<file path="config.mk">
export PLATFORM = sky130hd
export DESIGN_NAME = ahbl_timer
export DESIGN_NICKNAME = d
export VERILOG_FILES = /design/src/rtl/ahbl_timer.sv
export SDC_FILE = /design/constraint.sdc
export NUM_CORES = 1
export LEC_CHECK = 0
export ABC_AREA = 1
export CAP_MARGIN = 20
export CORE_UTILIZATION = 60
export DETAILED_ROUTE_END_ITERATION = 7
export HOLD_SLACK_MARGIN = 0.02
export PLACE_DENSITY = 0.85
export SYNTH_ARGS = -nofsm -noshare
export SYNTH_HDL_FRONTEND = slang
export SYNTH_SLANG_ARGS = --single-unit
</file>
<file path="constraint.sdc">
create_clock -name HCLK -period 3.3 [get_ports HCLK]
set_clock_uncertainty 0.05 [all_clocks]
set_input_delay 0.66 -clock HCLK [delete_from_list [all_inputs] [get_ports HCLK]]
set_output_delay 0.66 -clock HCLK [all_outputs]
set_load 0.01 [all_outputs]
</file>
<file path="src/rtl/ahbl_timer.sv">
// AHB-Lite timer slave: 32-bit down-counter with prescaler, one-shot/periodic modes
// and a level interrupt. Zero wait states; register map decoded on HADDR[4:2].
module ahbl_timer #(
  parameter int unsigned PRE_W = 16
) (
  input  logic        HCLK,
  input  logic        HRESETn,
  input  logic [31:0] HADDR,
  input  logic [1:0]  HTRANS,
  input  logic [2:0]  HSIZE,
  input  logic        HWRITE,
  input  logic        HREADY,
  input  logic        HSEL,
  input  logic [31:0] HWDATA,
  output logic        HREADYOUT,
  output logic [31:0] HRDATA,
  output logic        IRQ
);

  typedef enum logic [2:0] {
    OFF_CTRL   = 3'd0,
    OFF_PRE    = 3'd1,
    OFF_LOAD   = 3'd2,
    OFF_COUNT  = 3'd3,
    OFF_STATUS = 3'd4,
    OFF_RSV5   = 3'd5,
    OFF_RSV6   = 3'd6,
    OFF_RSV7   = 3'd7
  } reg_off_e;

  localparam logic [PRE_W-1:0] PRE_ONE = PRE_W'(1);

  // Address-phase capture
  logic     dp_valid;
  logic     dp_write;
  logic     dp_size_ok;
  reg_off_e dp_off;

  // Architectural state
  logic             ctrl_en;
  logic             ctrl_per;
  logic             ctrl_ie;
  logic [PRE_W-1:0] pre;
  logic [31:0]      load;
  logic [31:0]      count;
  logic             exp_flag;
  logic [PRE_W-1:0] pcnt;

  logic accept;
  logic wr;
  logic wr_ctrl, wr_pre, wr_load, wr_count, wr_status;
  logic tick;
  logic expire;
  logic unused_bits;

  assign accept      = HSEL & HTRANS[1] & HREADY;
  assign unused_bits = ^{HADDR[31:5], HADDR[1:0], HTRANS[0]};

  always_ff @(posedge HCLK or negedge HRESETn) begin
    if (!HRESETn) begin
      dp_valid   <= 1'b0;
      dp_write   <= 1'b0;
      dp_size_ok <= 1'b0;
      dp_off     <= OFF_CTRL;
    end else begin
      dp_valid   <= accept;
      dp_write   <= HWRITE;
      dp_size_ok <= (HSIZE == 3'b010);
      dp_off     <= reg_off_e'(HADDR[4:2]);
    end
  end

  assign wr        = dp_valid & dp_write & dp_size_ok;
  assign wr_ctrl   = wr & (dp_off == OFF_CTRL);
  assign wr_pre    = wr & (dp_off == OFF_PRE);
  assign wr_load   = wr & (dp_off == OFF_LOAD);
  assign wr_count  = wr & (dp_off == OFF_COUNT);
  assign wr_status = wr & (dp_off == OFF_STATUS);

  assign tick   = ctrl_en & (pcnt == pre);
  assign expire = tick & (count == '0);

  // Timer events are applied first; bus writes later in the block override them.
  always_ff @(posedge HCLK or negedge HRESETn) begin
    if (!HRESETn) begin
      ctrl_en  <= 1'b0;
      ctrl_per <= 1'b0;
      ctrl_ie  <= 1'b0;
      pre      <= '0;
      load     <= '0;
      count    <= '0;
      exp_flag <= 1'b0;
      pcnt     <= '0;
    end else begin
      if (ctrl_en) pcnt <= tick ? '0 : pcnt + PRE_ONE;
      else         pcnt <= '0;

      if (tick) begin
        if (count != '0)   count   <= count - 32'd1;
        else if (ctrl_per) count   <= load;
        else               ctrl_en <= 1'b0;
      end

      // Set wins over write-1-to-clear
      exp_flag <= (exp_flag & ~(wr_status & HWDATA[0])) | expire;

      if (wr_ctrl) begin
        ctrl_en  <= HWDATA[0];
        ctrl_per <= HWDATA[1];
        ctrl_ie  <= HWDATA[2];
        if (!ctrl_en && HWDATA[0]) begin
          count <= load;
          pcnt  <= '0;
        end
      end
      if (wr_pre)   pre   <= HWDATA[PRE_W-1:0];
      if (wr_load)  load  <= HWDATA;
      if (wr_count) count <= HWDATA;
    end
  end

  always_comb begin
    HRDATA = '0;
    if (dp_valid && !dp_write) begin
      case (dp_off)
        OFF_CTRL:   HRDATA[2:0]       = {ctrl_ie, ctrl_per, ctrl_en};
        OFF_PRE:    HRDATA[PRE_W-1:0] = pre;
        OFF_LOAD:   HRDATA            = load;
        OFF_COUNT:  HRDATA            = count;
        OFF_STATUS: HRDATA[0]         = exp_flag;
        default:    HRDATA            = '0;
      endcase
    end
  end

  assign HREADYOUT = 1'b1;
  assign IRQ       = exp_flag & ctrl_ie;

endmodule
</file>
After elaboration in Yosys (flattened, before gate mapping)
Index checks and enable logic that the tools add are counted.
{"block": "totals", "reg_bits": 106, "in_bits": 74, "elab_cells": 66}
{"block": "op_classes", "n_addsub": 2, "eq_ne": 8, "n_mux": 19, "bitwise": 16, "reduce_logical": 9}
{"operator": "32-bit two-way mux", "n": 7}
{"operator": "16-bit two-way mux", "n": 4}
{"operator": "13-bit case mux with 3 select lines", "n": 1}
{"operator": "32-bit logical NOT", "n": 1}
{"operator": "16-bit case mux with 2 select lines", "n": 1}
{"operator": "32-bit nonzero test", "n": 1}
{"operator": "32-bit by 1-bit subtractor with 32-bit output, second input constant", "n": 1}
{"operator": "16-bit by 1-bit adder with 16-bit output, second input constant", "n": 1}
{"operator": "16-bit equality test", "n": 1}
{"operator": "1-bit bitwise AND", "n": 14}
{"operator": "3-bit by 2-bit equality test with 1-bit output, second input constant", "n": 3}
{"operator": "2-bit case mux with 4 select lines", "n": 1}
{"operator": "1-bit case mux with 5 select lines", "n": 1}
{"operator": "1-bit two-way mux", "n": 4}
{"operator": "3-bit by 1-bit equality test with 1-bit output, second input constant", "n": 1}
{"operator": "3-bit equality test, second input constant", "n": 1}
{"operator": "3-bit logical NOT", "n": 1}
{"operator": "3-bit AND reduction", "n": 1}
{"operator": "1-bit logical AND", "n": 2}
{"operator": "1-bit logical NOT", "n": 2}
{"operator": "2-bit by 1-bit != test with 1-bit output, second input constant", "n": 1}
{"operator": "2-bit != test, second input constant", "n": 1}
{"operator": "2-bit nonzero test", "n": 1}
{"operator": "1-bit NOT", "n": 1}
{"operator": "1-bit OR", "n": 1}

Depth between registers and ports, before layout
Gate-level depths: netlist (run 1).
{"block": "logic_depth", "word_depth": 7, "mapped_depth": 15, "mapped_depth_nobuf": 13}

Least setup slack after synthesis (run 1)
OpenSTA, ideal clock, no wires.
{"block": "synth_path", "kind": "register to output", "from": "register dp_off[2]", "to": "output port HRDATA[21]", "arrival_ps": 1398, "t_required_ps": 2590, "path_slack_ps": 1192, "stages_incl_launch_ff": 7, "path_buffers": 1, "cell_sequence": "dfrtp_1 -> inv_1 -> nand3_1 -> clkinv_1 -> clkbuf_1 -> nand2_1 -> a21oi_1"}
{"block": "synth_via", "elab_chain_len": 3}
{"element": "from (decl)", "line": "37", "text": "reg_off_e dp_off;"}
{"element": "from (signal assigned)", "line": "69", "text": "dp_off <= reg_off_e'(HADDR[4:2]);"}
{"element": "3-bit by 2-bit equality test with 1-bit output", "line": "125", "text": "case (dp_off)"}
{"element": "16-bit case mux with 2 select lines (*)", "line": "125"}
{"element": "32-bit two-way mux (*)", "line": "124", "text": "if (dp_valid && !dp_write) begin"}
{"element": "to (decl)", "line": "16", "text": "output logic [31:0] HRDATA,"}
Every way passes the cells marked *; elsewhere a longest branch is shown, timed or not.

Worst setup path in the final report (run 1)
{"block": "layout_path", "from": "register dp_off[1]", "to": "output port HRDATA[15]"}
{"block": "layout_via", "elab_chain_len": 3}
{"element": "3-bit by 2-bit equality test with 1-bit output / 3-bit by 1-bit equality test with 1-bit output (equally long branches)", "line": "125"}
{"element": "13-bit case mux with 3 select lines (*)", "line": "125"}
{"element": "32-bit two-way mux (*)", "line": "124"}
Marked as above.

==> results.md, run 1 <==
- Status: finished clean
- Pint: ~2200 uW
- Fin Setup TNS: 0 ns
- IO Port Bufs: 76
- RePlAce Congestion: 0.983
- Post-Syn Area: 0.00773 sq mm
- Number of CTS-inserted buffers: 9
- CTS root buffer: clkbuf_16
- Post-CTS sizing: 0
- Final setup fails: 0
- Seq/Total Area, Yosys: 0.343
- Initial DRT Pass Iterations: 8
- Largest family of logic cells by synthesized area: simple AND/OR/NAND/NOR gates
- Post-CTS setup buffers: 0
- Diode count: 0
- FFs w/ async S/R, synth: 1.00
- Vias: a little over 8000
- WL/cell: 15.3 um
- DRT iter0 DRCs: ~740
- Initial Util: 0.615
- Layout cells sized above 1: 0.0695
- Fillers: 1147
- Die Ht: 116 um
- Nets: around 1400
- Clk pwr share: 0.353
- Syn_nets: 1312
- Switching Share: 0.314
- Placement Cell Area: 0.00863 sq mm
- Simple-gate portion of the synthesized area: 0.378
- Area delta synth->final: 15.6%
- Total Power: 3270 uW
- Reg2Reg Depth: 7
- CTS tree: done
- Antenna violations before repair: 1
- Vias per inst: 5.56
- YS warnings: 0
- Detail Placement HPWL: 16900 um
- Place WS: 0.611 ns
- Skew-Pair Late Insertion Delay: ~0.36 ns
- Post-CTS Hold Buffers: 0
- RSZ-0062 raised after global routing: no
- Critical path class: reg -> out
- Synth cell types: 39
- P_leak: 0.00455 uW
- Reg2Reg Setup Slack: just under 0.8 ns
- Post-Synthesis Cells: 1235
- Compound-Gate Fraction of Synth Area: 0.126
- Beginning of the worst register-to-register path: dp_off[2]
- Synth area leader: dfrtp_1
- F_max: 319 MHz
- CP Max Fanout: 10
- Htree depth: 3
- Pwr/cell area: 366 mW/mm^2
- Vias in the first global route: 7439
- First-pass GRT wire length: 36300 um
- Worst-Margin Slew: between 0.9 and 1 ns
- Power share of the combinational group: 0.181
- Core Rows: 41
- Reg-to-reg endpoint: load[7]
- Worst Path Required: 2.59 ns
- Clk sink count: 106
- Residual DRC count: 0
- Routed WL: around 23000 um
- Die width: between 100 and 150 um
- Count leader, synth: nand2_1
- FF+latch count, synth: 106
- Setup crit end kind: primary output
- Synth Flop Type: dfrtp_1
- GRT Total Usage: 0.352
- Slew Limit Fails: 0
- Clock slew at reported path FFs: 0.07 ns
- Net switching power: 1030 uW
- Top Ports: 108
- Die area: 0.0133 sq mm
- Largest net degree at the start of global routing: 67
- Max Cap Violations: 0
- Clock buffer depth: 2
- Post-synth top area share: 0.343
- Final min period: 3.14 ns
- Cell area after layout: approximately 0.0089 sq mm
- Synth top area cells: dfrtp_1 (34%), nand2_1 (22%), nor2_1 (7.2%), inv_1 (6.3%), o21ai_0 (5.2%)
- Relative slew slack: 0.338
- Post-synthesis mux area share: 0.0218
- Gr ovfl total: 0
- Sequential share of power: 0.465
- Final worst slack: 0.163 ns
- CP Launch Type: flop
- CP arrival: ~2.4 ns
- EDFF count, synth: 0
- Post-synthesis xor/xnor area fraction: 0.0238
- VDD IR max: roughly 360 uV
- Top post-synthesis cells by count: nand2_1 (443), nor2_1 (148), inv_1 (130)
- Min-Delay Path Class: in -> async
- Syn Area/Cell: 6.26 sq um
- Final hold viol count: 0
- Placeable Area: 0.0126 sq mm
- Final Cycle Share: 0.951
- Adder-cell share of the synthesized area: 0.00485
- Routed Antenna Nets: 0
-- layer usage --
layer | vias to the layer above | global-route usage | routed length, um
met2 | 317 | 0.591 | 10700
met4 | 2 | 0.119 | 547
met5 | - | 0 | 9
met1 | 3799 | 0.460 | 9780
li1 | 3996 | - | -
met3 | 37 | 0.0628 | 1460
-- cell type report --
class,instances,area [sq um],share of cell area
multi-input cells,934,4300,0.481
flip-flops and latches,106,2650,0.297
repair buffers,91,908,0.102
inverters,148,556,0.0621
clock buffers,10,239,0.0267
well taps,172,215,0.0241
clock inverters,6,72.6,0.00811
-- metrics by stage --
stage / util / hold slack [ns] / cells
after global routing: 0.712 / 0.283 / 1467
final: 0.712 / 0.247 / 1467
after CTS: 0.712 / 0.268 / 1467
after global placement: 0.687 / 0.417 / 1451
after detailed placement: 0.687 / 0.422 / 1451
after floorplan: - / 0.314 / 1235
-- cells by family (layout without fill, tap and decap cells) --
group / count (synthesis) / after routing
AO/OA/AOI/OAI: 185 / 185
XOR/XNOR: 21 / 21
adder cells (fa/ha/maj): 3 / 3
buffers and inverters: 195 / 255
flip-flops: 106 / 106
multiplexers: 15 / 15
other: 1 / 1
AND/OR/NAND/NOR: 709 / 709
-- sequential cells by signal, summed over array words and instances (netlist names) --
name,flops
count,32
load,32
pcnt,16
pre,16
dp_off,3
ctrl_en,1
ctrl_ie,1
ctrl_per,1
dp_size_ok,1
dp_valid,1
dp_write,1
exp_flag,1
-- placed cells by master, fill, tap and decap left out, types with 2 or more instances in the layout --
cell               n
o211ai_1           2
a221oi_1           3
dfrtp_1          105
mux2_2            15
buf_12             3
nor2_1           148
nand3_1           57
nor3b_1            2
xnor2_1            2
nor2_4             6
nor3_1            13
nand2_1          443
nand3b_1           2
nand2_2            4
xor2_1            19
a21oi_1           74
o22ai_1           11
buf_4             13
nor4_1             3
clkinv_1           3
o21ai_1           11
clkinv_4           2
o221ai_1           3
ha_1               3
nor2_2            12
clkbuf_16          9
clkdlybuf4s50_1   75
o21ai_0           80
inv_1            130
inv_2             15
nand4_1           13
-- worst max-delay path, cell delays in order (launching register included) --
cell and delay, ns:
dfrtp_1 0.41, nor3_2 0.33, clkinv_1 0.37, nor2_1 0.16, o21ai_0 0.17, inv_1 0.09
clkdlybuf4s50_1 0.53
-- power by group through the flow --
stage | clock [uW] | sequential [uW] | combinational (uW)
after detailed placement | 0 | 1540 | 587
after global routing | 1220 | 1540 | 677
after floorplan | 0 | 1510 | 394
after CTS | 1170 | 1520 | 592
after global placement | 0 | 1540 | 572
final | 1160 | 1520 | 594
-- worst max-delay path by stage --
| stage | from | to | slack, ns | depth (start not counted) |
|---|---|---|---|---|
| global placement | dp_write | HRDATA[16] | 0.61 | 4 |
| global route | dp_off[1] | HRDATA[15] | 0.09 | 6 |
| detailed placement | dp_off[1] | HRDATA[15] | 0.61 | 6 |
| finish | dp_off[1] | HRDATA[15] | 0.16 | 6 |
| CTS | dp_off[1] | HRDATA[15] | 0.20 | 6 |
| floorplan | dp_off[2] | HRDATA[21] | 1.19 | 6 |
(Power assumes the default switching activity.)
==> run 2, diff against run 1 <==
--- a/config.mk
+++ b/config.mk
@@ -11,6 +11,7 @@
 export DETAILED_ROUTE_END_ITERATION = 7
 export HOLD_SLACK_MARGIN = 0.02
 export PLACE_DENSITY = 0.85
+export SLEW_MARGIN = 20
 export SYNTH_ARGS = -nofsm -noshare
 export SYNTH_HDL_FRONTEND = slang
 export SYNTH_SLANG_ARGS = --single-unit
==> results of run 2 <==
No change in the layout: final DEF, timing and power equal those of run 1.
==> run 3, diff against run 2 <==
--- a/config.mk
+++ b/config.mk
@@ -7,10 +7,10 @@
 export LEC_CHECK = 0
 export ABC_AREA = 1
 export CAP_MARGIN = 20
-export CORE_UTILIZATION = 60
+export CORE_UTILIZATION = 45
 export DETAILED_ROUTE_END_ITERATION = 7
 export HOLD_SLACK_MARGIN = 0.02
-export PLACE_DENSITY = 0.85
+export PLACE_DENSITY = 0.67
 export SLEW_MARGIN = 20
 export SYNTH_ARGS = -nofsm -noshare
 export SYNTH_HDL_FRONTEND = slang
==> run 3 against run 2 <==
Against the previous run:
- maximum frequency up 1.9%
- wire length down 0.18%
- clock power about the same
- combinational power down 1%
- hold slack better by 0.0039 ns
- first-iteration DRC count down 23%
- cell area up 0.35%
- global-route usage down 8.5 points
- highest routed layer is now met4
==> results.md, run 3 (synthesis results as in run 1) <==
- Status: finished clean
- Antenna violations before repair: 0
- Largest net degree at the start of global routing: 67
- Vias in the first global route: 7446
- CTS root buffer: clkbuf_16
- Post-CTS Hold Buffers: 0
- RSZ-0062 raised after global routing: no
- P_leak: 0.00453 uW
- Max Cap Violations: 0
- Relative slew slack: 0.323
- Initial Util: 0.463
- DRT iter0 DRCs: 569
- CP Launch Type: flop
- CP arrival: 2.37 ns
- Core Rows: 47
- CTS tree: done
- Diode count: 0
- Slew Limit Fails: 0
- Worst-Margin Slew: between 1 and 1.5 ns
- CP bufs+invs: 2
- Nets: ~1400
- Fillers: 1769
- Post-Place Cells: between 1000 and 1500
- Clk sink count: 106
- Critical path class: reg -> out
- Die area: 0.0177 sq mm
- Clock slew at reported path FFs: about 0.080 ns
- Commonest cells after routing, fill and taps aside: nand2_1 (443), nor2_1 (148), inv_1 (130), dfrtp_1 (105), o21ai_0 (80)
- CP Max Fanout: 19
- Clock buffer depth: 2
- Die Ht: approximately 130 um
- Placeable Area: 0.0167 sq mm
- Final setup fails: 0
- Gr ovfl total: 0
- Final hold viol count: 0
- Post-CTS sizing: 0
- Worst path cell trace: nor2_1, clkinv_1, a21oi_1, clkdlybuf4s50_1
- CP delay by family, top: buffers and inverters
- Residual DRC count: 0
- Setup crit end kind: primary output
- Final min period: 3.08 ns
- Non-filler instance count after layout: between 1500 and 2000
- Initial DRT Pass Iterations: 5
- RePlAce Congestion: 0.941
- Htree depth: 3
- Vias per inst: 5.24
- Detail Placement HPWL: 16900 um
- Routed Antenna Nets: 0
- Layout cells sized above 1: 0.0680
- Crit path largest cell delay: 0.58 ns
- Post-CTS setup buffers: 0
- Top Registers: count x32, load x32
- Routed WL: about 22000 um
- WL/cell: approximately 15 um
- Pwr/cell area: 361 mW/mm^2
- Vias: a little under 8000
- Slowest-stage cell, CP: clkdlybuf4s50_1
- Most common cell after layout, fill and taps aside: nand2_1
- Fin Setup TNS: 0 ns
- Skew-Pair Late Insertion Delay: 0.36 ns
- First-pass GRT wire length: 37600 um
- IO Port Bufs: 76
- Worst Path Required: ~2.6 ns
- F_max: 325 MHz
- Area delta synth->final: 16.0%
- Min-Delay Path Class: in -> async
- VDD IR max: 338 uV
- Number of CTS-inserted buffers: 9
- Die width: ~130 um
- Top Ports: ~110
- GRT Total Usage: 0.267
- Final Cycle Share: 0.933
==> run 3: cell type report <==
cell class	count	area (sq um)	area share
Inverter	148	556	0.0619
Multi-Input combinational cell	934	4300	0.479
Sequential cell	106	2650	0.296
Clock buffer	11	243	0.0270
Tap cell	220	275	0.0307
Clock inverter	5	60.1	0.00669
Timing Repair Buffer	90	888	0.0990
==> run 3: final timing paths <==
kind                                start          to  slack (ns)  depth (start not counted)
worst max-delay path             dp_write  HRDATA[18]        0.22                          4
worst min register to register    load[9]     load[9]        0.44                          2
worst max register to register  dp_off[2]    load[14]        0.71                          8
min in group HCLK                 load[9]     load[9]        0.44                          2
worst min-delay path              HRESETn     load[6]        0.25                          1
max in group asynchronous         HRESETn   count[22]        2.19                          2
==> run 3: metrics by stage <==
stage          total power (uW)  setup slack [ns]  cell area [sq um]  hold slack [ns]   util
2_1_floorplan              1900              1.19               7730            0.314      -
3_3_place_gp               2120             0.623               8670            0.418  0.519
3_5_place_dp               2130             0.588               8670            0.427  0.519
4_1_cts                    3270             0.202               8970            0.263  0.537
5_1_grt                    3420            0.0543               8970            0.298  0.537
6_report                   3240             0.221               8970            0.251  0.537
==> run 3: where the power goes <==
group          internal, uW  switching [uW]
Combinational           233             354
Clock                   615             521
Sequential             1390             126
Total                  2240            1000
==> run 3: worst register-to-register path, cell delays in order (launching register included) <==
cell and delay (ns):
dfrtp_1 0.41, inv_1 0.10, nand3_1 0.08, buf_4 0.21, inv_2 0.30, nand2_1 0.64, buf_4 0.49, nand2_1 0.10
o21ai_0 0.09
==> run 3: per-layer routing <==
metal / wire [um] / track usage / share of wire / vias up
met5: 0 / 0 / 0 / -
li1: - / - / - / 4001
met3: 983 / 0.0320 / 0.044 / 33
met2: 10600 / 0.440 / 0.47 / 209
met4: 457 / 0.0915 / 0.020 / 0
met1: 10500 / 0.364 / 0.47 / 3688
